[config.mk]
export PLATFORM = sky130hd
export DESIGN_NAME = common_register_bank
export DESIGN_NICKNAME = d
export VERILOG_FILES = /design/src/rtl/common_register_bank.sv
export SDC_FILE = /design/constraint.sdc
export NUM_CORES = 1
export LEC_CHECK = 0
export CORE_ASPECT_RATIO = 0.8
export CORE_MARGIN = 10
export CORE_UTILIZATION = 40
export DETAILED_ROUTE_END_ITERATION = 8
export PLACE_DENSITY = 0.68
export REMOVE_ABC_BUFFERS = 1
export SYNTH_ARGS = -nofsm -noshare
export SYNTH_HDL_FRONTEND = slang
export SYNTH_SLANG_ARGS = --single-unit
[constraint.sdc]
create_clock -name clk -period 2.99 [get_ports clk]
set_input_delay 0.897 -clock clk [delete_from_list [all_inputs] [get_ports clk]]
set_output_delay 0.897 -clock clk [all_outputs]
set_load 0.1 [all_outputs]
[src/rtl/common_register_bank.sv]
// Parametrised register bank: IR, PC and general registers sharing one-hot
// load/drive buses, with a PC return-address stack and sticky error flags.
module common_register_bank #(
    parameter int unsigned DATA_WIDTH  = 16,
    parameter int unsigned REG_NUM     = 6,
    parameter int unsigned EN_WIDTH    = 16,
    parameter int unsigned SKIN_LO     = 11,
    parameter int unsigned SKIN_HI     = 13,
    parameter int unsigned INC_BIT     = 11,
    parameter int unsigned PC_STEP     = 1,
    parameter int unsigned STACK_DEPTH = 4
) (
    input  logic                          clk,
    input  logic                          rst_n,
    input  logic [DATA_WIDTH-1:0]         i_skin_data,
    input  logic [DATA_WIDTH-1:0]         i_core_data,
    input  logic [EN_WIDTH-1:0]           i_unit_ien,
    input  logic [EN_WIDTH-1:0]           i_unit_oen,
    input  logic                          i_call,
    input  logic                          i_ret,
    input  logic                          i_err_clr,
    output logic [DATA_WIDTH-1:0]         o_reg_value,
    output logic [REG_NUM*DATA_WIDTH-1:0] o_reg_flat,
    output logic [DATA_WIDTH-1:0]         o_instruction,
    output logic [DATA_WIDTH-1:0]         o_program_count,
    output logic                          o_stack_full,
    output logic                          o_stack_empty,
    output logic                          o_stack_ovf,
    output logic                          o_stack_unf,
    output logic                          o_multi_drive
);

    localparam int unsigned SP_W  = $clog2(STACK_DEPTH + 1);
    localparam int unsigned IDX_W = (STACK_DEPTH > 1) ? $clog2(STACK_DEPTH) : 1;
    localparam int unsigned PC_IX = 1;

    logic [DATA_WIDTH-1:0] regs_q  [REG_NUM];
    logic [DATA_WIDTH-1:0] regs_d  [REG_NUM];
    logic [DATA_WIDTH-1:0] stack_q [STACK_DEPTH];
    logic [DATA_WIDTH-1:0] stack_d [STACK_DEPTH];
    logic [SP_W-1:0]       sp_q, sp_d;
    logic                  ovf_q, ovf_d;
    logic                  unf_q, unf_d;

    logic [DATA_WIDTH-1:0] sc_data;
    logic [DATA_WIDTH-1:0] pc_inc;
    logic [REG_NUM-1:0]    oen_reg;
    logic                  full, empty;
    logic                  call_only, ret_only;
    logic                  call_ok, ret_ok, call_ovf, ret_unf;
    logic [IDX_W-1:0]      push_idx, pop_idx;

    // Source select: skin window wins over core window, otherwise zero
    always_comb begin
        sc_data = '0;
        if (|i_unit_oen[SKIN_HI:SKIN_LO]) begin
            sc_data = i_skin_data;
        end else if (|i_unit_oen[SKIN_LO-1:0]) begin
            sc_data = i_core_data;
        end
    end

    assign full      = (sp_q == SP_W'(STACK_DEPTH));
    assign empty     = (sp_q == '0);
    assign call_only = i_call & ~i_ret;
    assign ret_only  = i_ret & ~i_call;
    assign call_ok   = call_only & ~full;
    assign ret_ok    = ret_only & ~empty;
    assign call_ovf  = call_only & full;
    assign ret_unf   = ret_only & empty;
    assign push_idx  = IDX_W'(sp_q);
    assign pop_idx   = IDX_W'(sp_q - SP_W'(1));
    assign pc_inc    = regs_q[PC_IX] + DATA_WIDTH'(PC_STEP);

    // Next-state for registers, stack, stack pointer and sticky flags
    always_comb begin
        regs_d  = regs_q;
        stack_d = stack_q;
        sp_d    = sp_q;
        ovf_d   = ovf_q & ~i_err_clr;
        unf_d   = unf_q & ~i_err_clr;

        for (int k = 0; k < REG_NUM; k++) begin
            if (k != PC_IX && i_unit_ien[k]) begin
                regs_d[k] = sc_data;
            end
        end

        if (ret_ok) begin
            regs_d[PC_IX] = stack_q[pop_idx];
            sp_d          = sp_q - SP_W'(1);
        end else if (call_ok) begin
            stack_d[push_idx] = pc_inc;
            sp_d              = sp_q + SP_W'(1);
            regs_d[PC_IX]     = sc_data;
        end else if (i_unit_ien[PC_IX] || call_ovf) begin
            regs_d[PC_IX] = sc_data;
        end else if (i_unit_oen[INC_BIT]) begin
            regs_d[PC_IX] = pc_inc;
        end

        if (call_ovf) ovf_d = 1'b1;
        if (ret_unf)  unf_d = 1'b1;
    end

    // State registers with asynchronous clear
    always_ff @(posedge clk or negedge rst_n) begin
        if (!rst_n) begin
            for (int k = 0; k < REG_NUM; k++)     regs_q[k]  <= '0;
            for (int s = 0; s < STACK_DEPTH; s++) stack_q[s] <= '0;
            sp_q  <= '0;
            ovf_q <= 1'b0;
            unf_q <= 1'b0;
        end else begin
            regs_q  <= regs_d;
            stack_q <= stack_d;
            sp_q    <= sp_d;
            ovf_q   <= ovf_d;
            unf_q   <= unf_d;
        end
    end

    // Drive bus: OR of every register whose output enable is set
    always_comb begin
        o_reg_value = '0;
        for (int k = 0; k < REG_NUM; k++) begin
            if (i_unit_oen[k]) o_reg_value = o_reg_value | regs_q[k];
        end
    end

    // Flattened view of all registers
    always_comb begin
        o_reg_flat = '0;
        for (int k = 0; k < REG_NUM; k++) begin
            o_reg_flat[k*DATA_WIDTH +: DATA_WIDTH] = regs_q[k];
        end
    end

    // More than one register drive enable set at once
    assign oen_reg       = i_unit_oen[REG_NUM-1:0];
    assign o_multi_drive = |(oen_reg & (oen_reg - REG_NUM'(1)));

    assign o_instruction   = regs_q[0];
    assign o_program_count = regs_q[PC_IX];
    assign o_stack_full    = full;
    assign o_stack_empty   = empty;
    assign o_stack_ovf     = ovf_q;
    assign o_stack_unf     = unf_q;

endmodule

==> run_results.csv, run 1 <==
group,metric,value,unit
run_status,outcome,"finished, final reports clean",
worst_setup_path,required_time_at_the_worst_slack_endpoint,2.09,ns
synth,yosys_most_used_dff,"sky130_fd_sc_hd__dfrtp_1",
sta,timing.hold.ws,0.3934,ns
cts,clockBufferDepth,2,
global_route,grt_antenna_before_repair,0,
sta,slew_at_the_pin_with_the_worst_max_slew_slack,0.4957,ns
sta,total_setup_violations_reported_at_the_end_of_the_flow,0,
synth,synthDominantCellAreaShare,50.93,%
synth,synthesized_flop_and_latch_total,165,
final_layout,design.final.nets,1097,
worst_setup_path,cp-end-kind,"output pin",
cts,insertion_delay,0.43,ns
global_route,grt_pass1_wl,42.97,mm
sta,timing.final.crit_share,95.69,%
synth,netlist.top_cell.by_area,"sky130_fd_sc_hd__dfrtp_1",
flow_run,cap_viol_max_count,0,
worst_setup_path,path_class,"in -> out",
floorplanning,std_cell_rows,46,
final_layout,filler_cell_count,1746,
detailed_routing,wl,27.80,mm
floorplanning,die_height,147.3,um
synth,syn-instance-count,822,
detailed_routing,post_drt_via_cell_ratio,5.579,
floorplanning,floorplan.die_area,26400,um2
global_route,globalRouteTotalUtil,20.89,%
worst_setup_path,reg2regPathDepth,5,
cts,cts_tree,"built",
detailed_routing,drc,0,
global_route,grt_overflow,0,
synth,synthTopCellsByArea,"sky130_fd_sc_hd__dfrtp_1, sky130_fd_sc_hd__a21oi_1, sky130_fd_sc_hd__a22oi_1",
place,placed_cells,1260,
synth,synth.yosys.seq_area_share,50.93,%
global_route,largest_net_degree_at_the_start_of_global_routing,46,
final_layout,postLayoutCellArea,11100,um2
detailed_routing,vias,7253,
synth,ys.warnings.count,0,
worst_setup_path,crit_fanout,2,
synth,number_of_synthesized_flops_with_an_enable_pin,0,
final_layout,multi_input_area,3477,um2
power_and_ir_drop,power.density_cell_area,1046,nW/um2
cts,root_buffer,"sky130_fd_sc_hd__clkbuf_16",
floorplanning,number_of_i_o_pins,218,
detailed_routing,initialDrtViolationCount,638,
sta,rsz0062_at_grt,"no",
place,routabilityCongestion,0.8705,
place,place_hpwl,20.09,mm
sta,period_needed,2.861,ns
detailed_routing,drtPass1Iterations,5,
detailed_routing,drt.antenna.violating_nets,0,
cts,clock-sinks,165,
final_layout,layout-drive-gt1-share,29.66,%
synth,cell_variety_after_synth,49,
cts,cts-hold-fix-buffers,0,
floorplanning,core_area,19860,um2
place,count_of_port_buffers_added_during_placement,205,
place,placed_cell_area,10360,um2
final_layout,flow.area_growth_from_synthesis,36.93,%
power_and_ir_drop,p_leak,0.004991,uW
worst_setup_path,critPathArrivalTime,1.96,ns
final_layout,final_cells,1300,
final_layout,share_of_the_core_filled_with_cells,55.91,%
synth,post_synthesis_async_set_or_reset_flop_share,100.0,%
hold_path,min_path_type,"in -> async",
power_and_ir_drop,ir_drop,0.9810,mV
final_layout,layout.area.seq,4129,um2
sta,finalMaxSlewViolations,0,
detailed_routing,post_detailed_route_wirelength_per_cell,21.39,um
synth,syn_area,8108,um2
floorplanning,floorplan.initialDensity,40.83,%
sta,hold_violations_final,0,
power_and_ir_drop,p_total,11620,uW
global_route,number_of_global_route_vias_before_repair,7375,
floorplanning,width_of_the_chip,179.2,um
cts,number_of_clock_buffers_inserted_by_tritoncts,17,
cts,path_clk_slew,0.07,ns
cts,clock_tree.htree_level_count,4,
worst_setup_path,rrSetupSlack,0.67,ns
sta,achievable-frequency,349.5,MHz
sta,worst_clock_skew,0.008762,ns
synth,avgSynthCellArea,9.863,um2
worst_setup_path,start_kind,"primary input",
sta,worst_slew_margin_relative_to_its_limit,66.96,%
-- synthesized netlist by cell type (all sizes together) (4+ instances only) --
master / count
dfrtp: 165
a21oi: 110
nor2: 107
nand2: 91
a22oi: 59
buf: 58
o21ai: 49
clkbuf: 30
nand3: 28
mux4: 16
xnor2: 11
xor2: 11
inv: 10
and3: 9
nor3: 7
o22ai: 7
a21boi: 6
ha: 6
nand4: 6
o211ai: 6
mux2: 4
-- registers in the layout, summed over array words and instances, names as in the netlist --
register	cells
o_stack_unf	1
o_program_count	16
stack_q	64
o_instruction	16
o_stack_ovf	1
sp_q	3
o_reg_flat	64
-- critical path: stages --
cell,delay [ns]
sky130_fd_sc_hd__buf_2,0.12
sky130_fd_sc_hd__maj3_2,0.32
sky130_fd_sc_hd__nor2_4,0.12
sky130_fd_sc_hd__nor2_1,0.06
sky130_fd_sc_hd__o31a_1,0.27
sky130_fd_sc_hd__buf_12,0.17
-- power by group --
group	switching, uW	total (uW)	internal [uW]
logic	4220	5910	1700
clock network	947	2210	1260
registers	635	3490	2860
-- cell usage in the layout (no fill, tap or decap), drive strengths merged, types with 16 or more instances in the layout --
| cell type | count |
|---|---|
| a22oi | 59 |
| o21ai | 49 |
| mux4 | 16 |
| nand2 | 91 |
| clkdlybuf4s50 | 49 |
| clkbuf | 23 |
| buf | 212 |
| dfrtp | 165 |
| a21oi | 110 |
| nand3 | 28 |
| nor2 | 107 |
-- metrics by stage --
stage                     TNS [ns]  setup slack (ns)
after floorplan             -11.17           -0.6665
after global placement      -2.262           -0.3676
after detailed placement    -2.599           -0.3793
after CTS                 -0.05013          -0.05013
after global routing             0           0.04220
final                            0            0.1289
-- logic make-up (layout without fill, tap and decap cells) --
group | after synthesis | after routing | share of synthesized area, %
AND/OR/NAND/NOR | 259 | 259 | 13.83
AO/OA/AOI/OAI | 250 | 250 | 19.91
flip-flops | 165 | 165 | 50.93
buffers and inverters | 98 | 311 | 6.790
XOR/XNOR | 22 | 22 | 2.376
multiplexers | 21 | 21 | 5.123
adder cells (fa/ha/maj) | 7 | 7 | 1.049
other | 0 | 1 | 0
-- worst paths after layout --
path	startpoint	end
min in group clk	stack_q[22]	stack_q[22]
worst min-delay path	rst_n	stack_q[61]
max in group asynchronous	rst_n	o_reg_flat[74]
worst max register to register	o_program_count[2]	o_program_count[15]
worst min register to register	stack_q[22]	stack_q[22]
worst max-delay path	i_unit_oen[1]	o_multi_drive
-- cell type report --
cell class	instances	area share (%)
flip-flops and latches	165	37.19
multi-input cells	559	31.32
repair buffers	269	22.83
clock buffers	18	3.956
well taps	264	2.975
clock inverters	14	1.364
inverters	10	0.3381
diodes	1	0.02254
-- what timing repair did --
| action | CTS | global route |
|---|---|---|
| gates resized for setup | 13 | 17 |
| setup endpoints to repair | 17 | 8 |
| pin swaps | 4 | 9 |
| gates cloned | 3 | 0 |
| setup buffers | 4 | 0 |
-- routing by layer --
layer | wire [um] | GRT usage [%] | up-vias
li1 | - | - | 3269
met1 | 11880 | 27.85 | 3604
met5 | 0 | 0 | -
met3 | 2935 | 7.428 | 29
met4 | 316 | 4.666 | 0
met2 | 12670 | 31.91 | 351
(Power assumes the default switching activity.)
==> run 2, diff against run 1 <==
--- a/config.mk
+++ b/config.mk
@@ -7,9 +7,10 @@
 export LEC_CHECK = 0
 export CORE_ASPECT_RATIO = 0.8
 export CORE_MARGIN = 10
-export CORE_UTILIZATION = 40
+export CORE_UTILIZATION = 45
+export CTS_CLUSTER_DIAMETER = 50
 export DETAILED_ROUTE_END_ITERATION = 8
-export PLACE_DENSITY = 0.68
+export PLACE_DENSITY = 0.75
 export REMOVE_ABC_BUFFERS = 1
 export SYNTH_ARGS = -nofsm -noshare
 export SYNTH_HDL_FRONTEND = slang
==> constraint.sdc (replaced) <==
create_clock -name clk -period 3.1 [get_ports clk]
set_input_delay 0.93 -clock clk [delete_from_list [all_inputs] [get_ports clk]]
set_output_delay 0.93 -clock clk [all_outputs]
set_load 0.1 [all_outputs]
==> run 2 against run 1 <==
Against the previous run: total power down 4.2%; first-iteration DRC count rose by 23%; combinational power is 4.6% lower; die area is 9.8% lower; non-clock buffer count fell by 12; count of clock-buffer cells in the layout unchanged; largest power group unchanged; highest routed layer unchanged.
==> run_results.csv, run 2 (synthesized netlist as in run 1, its figures left out) <==
group,metric,value,unit
run_status,outcome,"finished, final reports clean",
power_and_ir_drop,ir_drop,0.7576,mV
final_layout,layout-drive-gt1-share,27.76,%
cts,clock_tree.htree_level_count,4,
sta,rsz0062_at_grt,"no",
final_layout,most_common_library_cell_in_the_layout_ignoring_fill_and_taps,"sky130_fd_sc_hd__buf_4",
sta,timing.hold.ws,0.4318,ns
hold_path,min_path_type,"in -> async",
cts,root_buffer,"sky130_fd_sc_hd__clkbuf_16",
sta,worst_slack,0.06215,ns
worst_setup_path,required_time_at_the_worst_slack_endpoint,2.17,ns
detailed_routing,post_drt_via_cell_ratio,5.801,
detailed_routing,drtPass1Iterations,5,
sta,finalMaxSlewViolations,0,
final_layout,multi_input_area,3442,um2
worst_setup_path,critPathArrivalTime,2.11,ns
sta,total_setup_violations_reported_at_the_end_of_the_flow,0,
detailed_routing,drt.antenna.violating_nets,0,
global_route,grt_overflow,0,
final_layout,filler_cell_count,1416,
sta,achievable-frequency,329.2,MHz
worst_setup_path,bufs_and_invs_on_worst_path,2,
sta,slew_at_the_pin_with_the_worst_max_slew_slack,0.5419,ns
cts,cts_tree,"built",
global_route,grt_antenna_before_repair,1,
place,count_of_port_buffers_added_during_placement,205,
detailed_routing,post_detailed_route_wirelength_per_cell,21.59,um
global_route,grt_pass1_wl,41.86,mm
sta,timing.final.crit_share,98.00,%
sta,finalSetupTns,0,ns
floorplanning,core_area,17490,um2
cts,insertion_delay,0.43,ns
worst_setup_path,cp-end-kind,"output pin",
floorplanning,std_cell_rows,43,
worst_setup_path,crit_fanout,2,
sta,period_needed,3.038,ns
place,dpl_worst_slack,-0.2101,ns
worst_setup_path,path_class,"in -> out",
power_and_ir_drop,power.density_cell_area,1021,nW/um2
floorplanning,width_of_the_chip,170.1,um
sta,worst_slew_margin_relative_to_its_limit,63.87,%
power_and_ir_drop,p_total,11130,uW
worst_setup_path,start_kind,"primary input",
worst_setup_path,crit_path_top_delay_cell,"sky130_fd_sc_hd__maj3_2",
detailed_routing,initialDrtViolationCount,786,
cts,path_clk_slew,0.06,ns
final_layout,layout.area.seq,4129,um2
floorplanning,floorplan.initialDensity,46.37,%
worst_setup_path,cp_cell_sequence,"dlygate4sd2_1 > maj3_2 > nor2_2 > nor2_1 > o31a_1 > buf_12",
global_route,globalRouteTotalUtil,22.52,%
worst_setup_path,timing.critical_path.slowest_cell_delay,0.32,ns
global_route,number_of_global_route_vias_before_repair,7292,
final_layout,design.final.nets,1085,
sta,hold_violations_final,0,
floorplanning,number_of_i_o_pins,218,
worst_setup_path,reg2regPathDepth,6,
cts,number_of_clock_buffers_inserted_by_tritoncts,17,
final_layout,layout.cells.most_common_list,"sky130_fd_sc_hd__buf_4, sky130_fd_sc_hd__dfrtp_1, sky130_fd_sc_hd__nor2_1",
detailed_routing,wl,26.97,mm
final_layout,flow.area_growth_from_synthesis,34.49,%
cts,clock-sinks,165,
worst_setup_path,critical-path-top-delay-family,"buffers and inverters",
detailed_routing,vias,7246,
cts,clockBufferDepth,2,
sta,worst_clock_skew,0.01040,ns
floorplanning,die_height,140.1,um
global_route,largest_net_degree_at_the_start_of_global_routing,54,
worst_setup_path,path_depth,6,
floorplanning,floorplan.die_area,23820,um2
flow_run,cap_viol_max_count,0,
detailed_routing,drc,0,
place,routabilityCongestion,0.8570,
place,place_hpwl,19.48,mm
power_and_ir_drop,p_leak,0.004929,uW
-- run 2: changes by cell type in the layout (fill, tap and decap cells not counted), moves of 3 or more --
cell                            delta
sky130_fd_sc_hd__a22oi_1           +5
sky130_fd_sc_hd__a22oi_2           -5
sky130_fd_sc_hd__buf_4            -11
sky130_fd_sc_hd__clkbuf_2          -4
sky130_fd_sc_hd__clkinvlp_4        -4
sky130_fd_sc_hd__dlygate4sd2_1     +3
-- run 2: worst paths after layout --
check                                   startpoint        endpoint  slack [ns]
worst max-delay path                 i_unit_oen[3]   o_multi_drive        0.06
worst min-delay path                         rst_n      stack_q[5]        0.43
worst max register to register  o_program_count[1]     stack_q[14]        0.81
worst min register to register         stack_q[47]     stack_q[47]        0.48
max in group asynchronous                    rst_n  o_reg_flat[61]        1.95
min in group clk                       stack_q[47]     stack_q[47]        0.48
-- run 2: metrics by stage --
stage / cells / area (um2) / util, %
final: 1249 / 10900 / 62.36
after CTS: 1248 / 10910 / 62.38
after global routing: 1248 / 10900 / 62.35
after detailed placement: 1210 / 10190 / 58.30
after global placement: 1210 / 10190 / 58.30
after floorplan: 734 / 7595 / -
-- run 2: per-layer routing --
layer	wire, um	global-route usage [%]	up-vias
met1	11270	29.89	3530
met5	0	0	-
met2	11900	33.40	409
met3	3107	8.116	48
met4	690	7.465	0
li1	-	-	3259
-- run 2: cell type report --
| type | instances | area share, % |
|---|---|---|
| flip-flops and latches | 165 | 37.87 |
| multi-input cells | 559 | 31.57 |
| diodes | 1 | 0.02295 |
| clock buffers | 18 | 4.028 |
| well taps | 225 | 2.582 |
| clock inverters | 14 | 1.365 |
| repair buffers | 257 | 22.23 |
| inverters | 10 | 0.3442 |
-- run 2: power breakdown --
part / switching [uW] / internal [uW] / total (uW)
clock: 912 / 1220 / 2130
sequential: 606 / 2760 / 3360
combinational: 4040 / 1600 / 5640
-- run 2: repair_timing --
action                     4_1_cts  5_1_grt
hold buffers                     0        0
cloned                           2        0
buffers inserted                 4        0
pin swaps                        6        1
gates resized for setup         15        1
setup endpoints to repair       15        3
